File: src/rtl/fp_round_pack.sv
// fp_round_pack: rounds and packs an unpacked divider result into IEEE-754 single.
//
// A captured significand is normalized one bit per cycle (NORM), rounded per the
// captured RISC-V rounding mode (ROUND) and then presented until the consumer
// takes it (DONE). Only one operation is in flight; in_ready is high only in IDLE.
//
// Ports:
//   clk       - clock, all state updates on the rising edge
//   reset     - synchronous active-high reset
//   in_valid  - upstream result valid
//   in_ready  - block can accept (IDLE only)
//   c_s       - result sign
//   c_e       - biased exponent, 8'hFF marks inf/NaN
//   c_m       - significand {hidden, fraction[22:0], guard, round, sticky}
//   rm        - rounding mode (000 RNE, 001 RTZ, 010 RDN, 011 RUP, 100 RMM, others RNE)
//   out_valid - result valid
//   out_ready - consumer accepts result
//   result    - packed single-precision word
//   fflags    - {NV, DZ, OF, UF, NX}; NV and DZ are always 0
module fp_round_pack #(
  parameter logic [31:0] NAN_CANON = 32'h7FC00000
) (
  input  logic        clk,
  input  logic        reset,
  input  logic        in_valid,
  output logic        in_ready,
  input  logic        c_s,
  input  logic [7:0]  c_e,
  input  logic [26:0] c_m,
  input  logic [2:0]  rm,
  output logic        out_valid,
  input  logic        out_ready,
  output logic [31:0] result,
  output logic [4:0]  fflags
);

  typedef enum logic [1:0] {StIdle, StNorm, StRound, StDone} state_e;

  localparam logic [2:0] RmRne = 3'b000;
  localparam logic [2:0] RmRtz = 3'b001;
  localparam logic [2:0] RmRdn = 3'b010;
  localparam logic [2:0] RmRup = 3'b011;
  localparam logic [2:0] RmRmm = 3'b100;

  state_e      state_q;
  logic        s_q;
  logic [7:0]  e_q;
  logic [26:0] m_q;
  logic [2:0]  rm_q;
  logic [31:0] result_q;
  logic [4:0]  fflags_q;

  // Rounding datapath, evaluated from the captured operand while in ROUND.
  logic        rnd_g, rnd_r, rnd_s, rnd_lsb, rnd_any;
  logic        rnd_inc;
  logic [24:0] rnd_sum;
  logic [23:0] rnd_mant;
  logic [8:0]  rnd_e;
  logic [7:0]  rnd_exp_pk;
  logic        rnd_clamp;
  logic        rnd_away_ovf;
  logic        rnd_of;
  logic [31:0] rnd_result;
  logic [4:0]  rnd_fflags;

  always_comb begin
    rnd_g   = m_q[2];
    rnd_r   = m_q[1];
    rnd_s   = m_q[0];
    rnd_lsb = m_q[3];
    rnd_any = rnd_g | rnd_r | rnd_s;

    case (rm_q)
      RmRtz:   rnd_inc = 1'b0;
      RmRdn:   rnd_inc = s_q & rnd_any;
      RmRup:   rnd_inc = ~s_q & rnd_any;
      RmRmm:   rnd_inc = rnd_g;
      default: rnd_inc = rnd_g & (rnd_r | rnd_s | rnd_lsb); // RNE, also 101-111
    endcase

    rnd_sum = {1'b0, m_q[26:3]} + {24'h0, rnd_inc};
    if (rnd_sum[24]) begin
      rnd_mant = rnd_sum[24:1];
      rnd_e    = {1'b0, e_q} + 9'd1;
    end else begin
      rnd_mant = rnd_sum[23:0];
      rnd_e    = {1'b0, e_q};
    end

    // A subnormal that rounds up into the hidden bit has e == 1 and now packs as normal.
    rnd_exp_pk = rnd_mant[23] ? rnd_e[7:0] : 8'h00;

    // Modes that round toward zero for this sign saturate at max finite.
    rnd_clamp = (rm_q == RmRtz) || ((rm_q == RmRdn) && !s_q) || ((rm_q == RmRup) && s_q);

    // Magnitude beyond max finite: flagged as overflow even when a clamping mode
    // leaves the truncated significand at max finite.
    rnd_away_ovf = (e_q == 8'hFE) && (&m_q[26:3]) && rnd_any;
    rnd_of       = (rnd_e >= 9'd255) || (rnd_clamp && rnd_away_ovf);

    if (rnd_of) begin
      rnd_result = rnd_clamp ? {s_q, 8'hFE, 23'h7FFFFF} : {s_q, 8'hFF, 23'h0};
      rnd_fflags = 5'b00101;
    end else begin
      rnd_result = {s_q, rnd_exp_pk, rnd_mant[22:0]};
      rnd_fflags = {3'b000, rnd_any && (rnd_exp_pk == 8'h00), rnd_any};
    end
  end

  always_ff @(posedge clk) begin
    if (reset) begin
      state_q  <= StIdle;
      s_q      <= 1'b0;
      e_q      <= 8'h00;
      m_q      <= 27'h0;
      rm_q     <= 3'b000;
      result_q <= 32'h0;
      fflags_q <= 5'h0;
    end else begin
      case (state_q)
        StIdle: begin
          if (in_valid) begin
            s_q  <= c_s;
            e_q  <= c_e;
            m_q  <= c_m;
            rm_q <= rm;
            if (c_e == 8'hFF) begin
              result_q <= (c_m != 27'h0) ? NAN_CANON : {c_s, 8'hFF, 23'h0};
              fflags_q <= 5'h0;
              state_q  <= StDone;
            end else if (c_m == 27'h0) begin
              result_q <= {c_s, 31'h0};
              fflags_q <= 5'h0;
              state_q  <= StDone;
            end else begin
              state_q <= StNorm;
            end
          end
        end
        StNorm: begin
          // e <= 1 also stops a zero-exponent operand from wrapping the exponent.
          if (m_q[26] || (e_q <= 8'd1)) begin
            state_q <= StRound;
          end else begin
            m_q <= {m_q[25:0], 1'b0};
            e_q <= e_q - 8'd1;
          end
        end
        StRound: begin
          result_q <= rnd_result;
          fflags_q <= rnd_fflags;
          state_q  <= StDone;
        end
        StDone: begin
          if (out_ready) begin
            state_q <= StIdle;
          end
        end
        default: state_q <= StIdle;
      endcase
    end
  end

  assign in_ready  = (state_q == StIdle);
  assign out_valid = (state_q == StDone);
  assign result    = result_q;
  assign fflags    = fflags_q;

endmodule

File: config.mk
export PLATFORM = sky130hd
export DESIGN_NAME = fp_round_pack
export DESIGN_NICKNAME = d
export VERILOG_FILES = /design/src/rtl/fp_round_pack.sv
export SDC_FILE = /design/constraint.sdc
export NUM_CORES = 1
export LEC_CHECK = 0
export CAP_MARGIN = 20
export CELL_PAD_IN_SITES_DETAIL_PLACEMENT = 1
export CELL_PAD_IN_SITES_GLOBAL_PLACEMENT = 1
export CORE_AREA = 10 10 125 127
export CTS_BUF_LIST = sky130_fd_sc_hd__clkbuf_8
export DETAILED_ROUTE_END_ITERATION = 8
export DIE_AREA = 0 0 135 137
export GPL_ROUTABILITY_DRIVEN = 0
export PLACE_DENSITY_LB_ADDON = 0.1
export SYNTH_ARGS = -nofsm -noshare
export SYNTH_HDL_FRONTEND = slang
export SYNTH_SLANG_ARGS = --single-unit
export TNS_END_PERCENT = 30
File: constraint.sdc
create_clock -name clk -period 4.4 [get_ports clk]
set_input_delay 0.88 -clock clk [delete_from_list [all_inputs] [get_ports clk]]
set_output_delay 0.88 -clock clk [all_outputs]
set_load 0.005 [all_outputs]
## Word level (Yosys, flattened, before mapping)

Index checks and enable logic that the tools add are counted.

- Flip-flop bits (word level): 78
- Input bits: 43
- Output and inout bits: 39
- Word-level logic and storage cells: 84

- $add $sub $neg: 3
- Order comparisons: 2
- Eq/ne operators: 14
- Muxes and demuxes: 28
- Bitwise logic cells: 8
- Reduce and logical (&&, ||, !) cells: 22

Operators with widths:

| cell | number |
|---|---|
| 32-bit 2-to-1 mux | 4 |
| 32-bit case mux with 2 select lines | 1 |
| 27-bit 2-to-1 mux | 2 |
| 27-bit case mux with 2 select lines | 1 |
| 24-bit 2-to-1 mux | 2 |
| 31-bit 2-to-1 mux | 1 |
| 27-bit zero test | 1 |
| 27-bit nonzero test | 1 |
| 24-bit by 1-bit adder with 25-bit output | 1 |
| 8-bit 2-to-1 mux | 3 |
| 24-bit AND reduction | 1 |
| 8-bit equality test (second input constant) | 2 |
| 8-bit case mux with 2 select lines | 1 |
| 5-bit 2-to-1 mux | 3 |
| 2-bit 2-to-1 mux | 5 |
| 5-bit case mux with 2 select lines | 1 |
| 8-bit by 1-bit adder with 9-bit output (second input constant) | 1 |
| 9-bit by 8-bit >= comparator with 1-bit output (second input constant) | 1 |
| 9-bit 2-to-1 mux | 1 |
| 3-bit AND reduction | 3 |
| 8-bit by 1-bit less-or-equal comparator with 1-bit output (second input constant) | 1 |
| 8-bit zero test | 1 |
| 2-bit case mux with 4 select lines | 1 |
| 8-bit by 1-bit subtractor with 8-bit output (second input constant) | 1 |
| other kinds (19) | 37 |

## Longest topological paths before layout

- Depth after elaboration: 11
- Gate-level depth with buffers: 16
- Depth with buffers taken out: 14

## Least setup slack after synthesis

No wires, ideal clock.

- Kind: reg-to-reg
- Start: reg rm_q[2]
- End: reg result_q[0], in the netlist result[0]
- Setup time: 0.117 ns
- Data arrival time: 3.522 ns
- Required time: 4.283 ns
- Slack: 0.762 ns
- Cell stages (with the launch flop): 16
- Path buffers: 1
- Clock period less this slack: 3.638 ns
- Cells stage by stage: dfxtp_1 > and3b_1 > ha_1 > nand3b_1 > o21ai_0 > ha_1 > ha_1 > nand4_1 > or4_1 > or3_4 > a22oi_2 > o211ai_2 > or4_4 > and2_4 > buf_6 > a22o_1

- Word-level cells in the longest chain between the ends: 8
- Elaborated cells between the ends (all ways): 18
- Classes of those cells: add/sub: 1; order compare: 1; eq/ne: 4; mux: 6; reduce/logical: 6

RTL lines:

| item | line | text |
|---|---|---|
| from (decl) | 49 | `logic [2:0] rm_q;` |
| from (signal assigned) | 126 | `rm_q <= rm;` |
| 3-bit equality test (tied with other cells) | 73 | `case (rm_q)` |
| 1-bit case mux with 4 select lines or 1-bit logical AND (tied branches) | 73, 94 |  |
| 24-bit by 1-bit adder with 25-bit output or 1-bit logical OR (tied branches) | 81, 94 |  |
| 9-bit 2-to-1 mux or 1-bit logical OR (tied branches) | 82, 94 |  |
| 9-bit by 8-bit >= comparator with 1-bit output or 1-bit logical AND (tied branches) | 99 | `rnd_of = (rnd_e >= 9'd255) \|\| (rnd_clamp && rnd_away_ovf);` |
| 1-bit logical OR | 99 |  |
| 31-bit 2-to-1 mux * | 101 | `if (rnd_of) begin` |
| 32-bit case mux with 2 select lines * | 120 | `case (state_q)` |
| to (signal assigned) | 128 | `result_q <= (c_m != 27'h0) ? NAN_CANON : {c_s, 8'hFF, 23'h0};` |
| to (signal assigned) | 132 | `result_q <= {c_s, 31'h0};` |
| to (signal assigned) | 150 | `result_q <= rnd_result;` |
| to (decl) | 50 | `logic [31:0] result_q;` |

Mark *: on every way between the ends. The rest lies on a longest branch, timed or not.
A chain may end at the register's enable or synchronous reset.

## Worst setup path in the final report

- Start: reg rm_q[2]
- End: reg result_q[10], in the netlist result[10]

Same word-level chain as after synthesis.

==> results.tsv <==
metric	value	unit
num_antenna_cells	0	
post_cts_resized	0	
port_buffers	79	
yosys.area.top_type_share	0.335	
wl_met1	7.16	mm
highest_layer	met4	
totalWireLength	15.0	mm
synth_area_leader_cell	dfxtp_1	
cts.sinks	76	
avgViaCountPerCell	5.53	
synth_seq_cells	76	
grtUsageTotal	0.165	
vdd_drop_max	0.333	mV
clock_latency	0.37	ns
drt_iter0_markers	216	
nets	662	
synth_edf_count	0	
cts_buffers	9	
slew_viol_final	0	
status	finished clean	
synthTopCellsByArea	dfxtp_1 (34%), mux2i_1 (6.2%), nor2_1 (5.9%), a211oi_1 (5.1%), a22o_1 (4.2%)	
slew_headroom	0.435	
slowest_delay	0.51	ns
worst-endpoint-arrival	4.30	ns
cts_setup_buffers	0	
num_rows	42	
power_frac_clock	0.167	
dp_hpwl	11.6	mm
preCtsSetupSlack	0.420	ns
r2r_slack	0.36	ns
yosysWarnings	0	
finalSetupViolCount	0	
met2_length	6.87	mm
fin_crit	4.04	ns
p_per_area	558	nW/um^2
fmaxAchievable	0.248	GHz
ys_types	67	
path_class	reg -> reg	
ys.flop_type	dfxtp_1	
crit_slowest_cell	or4b_4	
final_antenna_net_count	0	
p_seq_frac	0.375	
clock_path_buffers	2	
comb_power_share	0.458	
p_sw	1410	uW
skew	0.0110	ns
die_x	135	um
critPathMaxFanout	21	
grt_antenna_before_repair	0	
fin_tns_setup	0	ns
ys_seq_area_frac	0.335	
die-area	18500	sq um
async_flop_share	0	
core_area	13100	sq um
final.fill_count	1567	
cts_tree	built	
switching_share	0.449	
fin_crit_sh	0.917	
worst_slew_pin_slew	0.824	ns
hold_slack	0.466	ns
syn_inst	553	
start_util	0.347	
die_y	137	um
min_path_type	reg -> reg	
clkTransAtPathRegs	0.08	ns
drcViolationCount	0	
area_growth	23.6	%
htree_levels	3	
syn_avg_cell_area	8.20	sq um
ctsHoldBuffers	0	
dr.pass1.iters	4	
start_kind	flip-flop	
drive_above_1_share	0.0735	
wl_met3	715	um
synth_area	4540	sq um
grt_pass1_wl	24.7	mm
ctsRootBufferMaster	clkbuf_8	
grt_pass1_vias	4521	
dr_total_vias	4356	
power.total	3130	uW
end_kind	flip-flop	
hold_viol	0	
maxCapViolCount	0	
worst_slack	0.365	ns
wire_per_inst	19.0	um
crit_path_frequent_cell	ha_1	
p_int	1720	uW
num_io_pins	82	
rsz0062_at_grt	no	
cp.required	4.66	ns
grt_max_degree	55	
p_leak	0.00204	uW
crit_chain	and3b_1 -> ha_1 -> nand3b_1 -> o21ai_0 -> ha_1 -> ha_1 -> nand2_1 -> nor2_1 -> or4b_4 -> a221o_1 -> o211ai_2 -> buf_4 -> and2_1 -> o21ai_0 -> a22o_1	
grt-ovfl-total	0	
cells by family after synthesis:
logic type | Yosys count | share of synthesized area
other cells | 1 | 0.000827
simple gates | 216 | 0.236
compound gates | 137 | 0.220
xor+xnor | 29 | 0.0560
fa+ha+maj | 12 | 0.0326
flops | 76 | 0.335
buf+inv | 51 | 0.0499
mux | 31 | 0.0692
registers in the layout (all words and copies together) (netlist names):
signal,flops
s_q,1
e_q,8
m_q,27
fflags,3
result,32
rm_q,3
state_q,2
per-layer routing:
| metal | GRT usage | vias to the layer above |
|---|---|---|
| met2 | 0.261 | 88 |
| met5 | 0 | - |
| met4 | 0.0562 | 0 |
| met3 | 0.0323 | 16 |
| met1 | 0.220 | 2113 |
| li1 | - | 2139 |
Yosys cell counts (3+ instances only):
| master | count |
|---|---|
| a211oi_1 | 31 |
| a21oi_1 | 22 |
| a22o_1 | 22 |
| a22oi_1 | 4 |
| a41oi_1 | 3 |
| and3_1 | 11 |
| and4_1 | 4 |
| buf_1 | 3 |
| buf_2 | 6 |
| buf_4 | 3 |
| clkbuf_1 | 29 |
| dfxtp_1 | 76 |
| ha_1 | 11 |
| inv_1 | 6 |
| mux2_2 | 3 |
| mux2i_1 | 28 |
| nand2_1 | 50 |
| nand2b_1 | 4 |
| nand3_1 | 22 |
| nand4_1 | 16 |
| nor2_1 | 71 |
| nor3_1 | 11 |
| nor4_1 | 7 |
| o21ai_0 | 25 |
| o221a_2 | 7 |
| or3_1 | 3 |
| xnor2_1 | 12 |
| xor2_1 | 17 |
layout make-up:
class                   instances  area [sq um]  share of cell area
multi-input cells             427          2810               0.500
flip-flops and latches         76          1520               0.271
repair buffers                 87           851               0.152
well taps                     176           220              0.0393
clock buffers                  10           138              0.0245
clock inverters                 5          46.3             0.00826
inverters                       7          26.3             0.00469
final timing paths:
kind	end	from	cells past startpoint
setup / recovery	result[10]	rm_q[2]	15
hold / removal	result[23]	result[23]	2
setup reg to reg	result[10]	rm_q[2]	15
hold reg to reg	result[23]	result[23]	2
worst max-delay path: cells and delay by family, from the launching register on:
| kind | cells | cell delay (ns) |
|---|---|---|
| AO/OA/AOI/OAI | 5 | 0.99 |
| adder cells (fa/ha/maj) | 3 | 0.80 |
| buffers and inverters | 1 | 0.26 |
| flip-flops | 1 | 0.41 |
| AND/OR/NAND/NOR | 6 | 1.45 |
power by group through the flow:
stage	Sequential [uW]	Clock, uW	Combinational, uW
floorplan	990	0	1160
global placement	1180	0	1390
detailed placement	1190	0	1430
CTS	1170	534	1450
global route	1210	568	1620
finish	1170	522	1430
metrics by stage:
stage / instance area, sq um / util / instances
2_1_floorplan: 4540 / - / 554
3_3_place_gp: 5420 / 0.415 / 773
3_5_place_dp: 5420 / 0.415 / 773
4_1_cts: 5610 / 0.429 / 788
5_1_grt: 5610 / 0.429 / 788
6_report: 5610 / 0.429 / 788
cell usage in the layout, fill, tap and decap left out, types with 9 or more instances in the layout:
| cell | count |
|---|---|
| clkdlybuf4s50_1 | 79 |
| dfxtp_1 | 76 |
| nor2_1 | 71 |
| nand2_1 | 50 |
| a211oi_1 | 31 |
| mux2i_1 | 28 |
| o21ai_0 | 25 |
| nand3_1 | 22 |
| a22o_1 | 22 |
| a21oi_1 | 22 |
| xor2_1 | 17 |
| nand4_1 | 16 |
| xnor2_1 | 12 |
| nor3_1 | 11 |
| and3_1 | 11 |
| ha_1 | 10 |
| clkbuf_8 | 10 |
| inv_1 | 9 |
No activity file was read; power rests on OpenSTA's default activity.
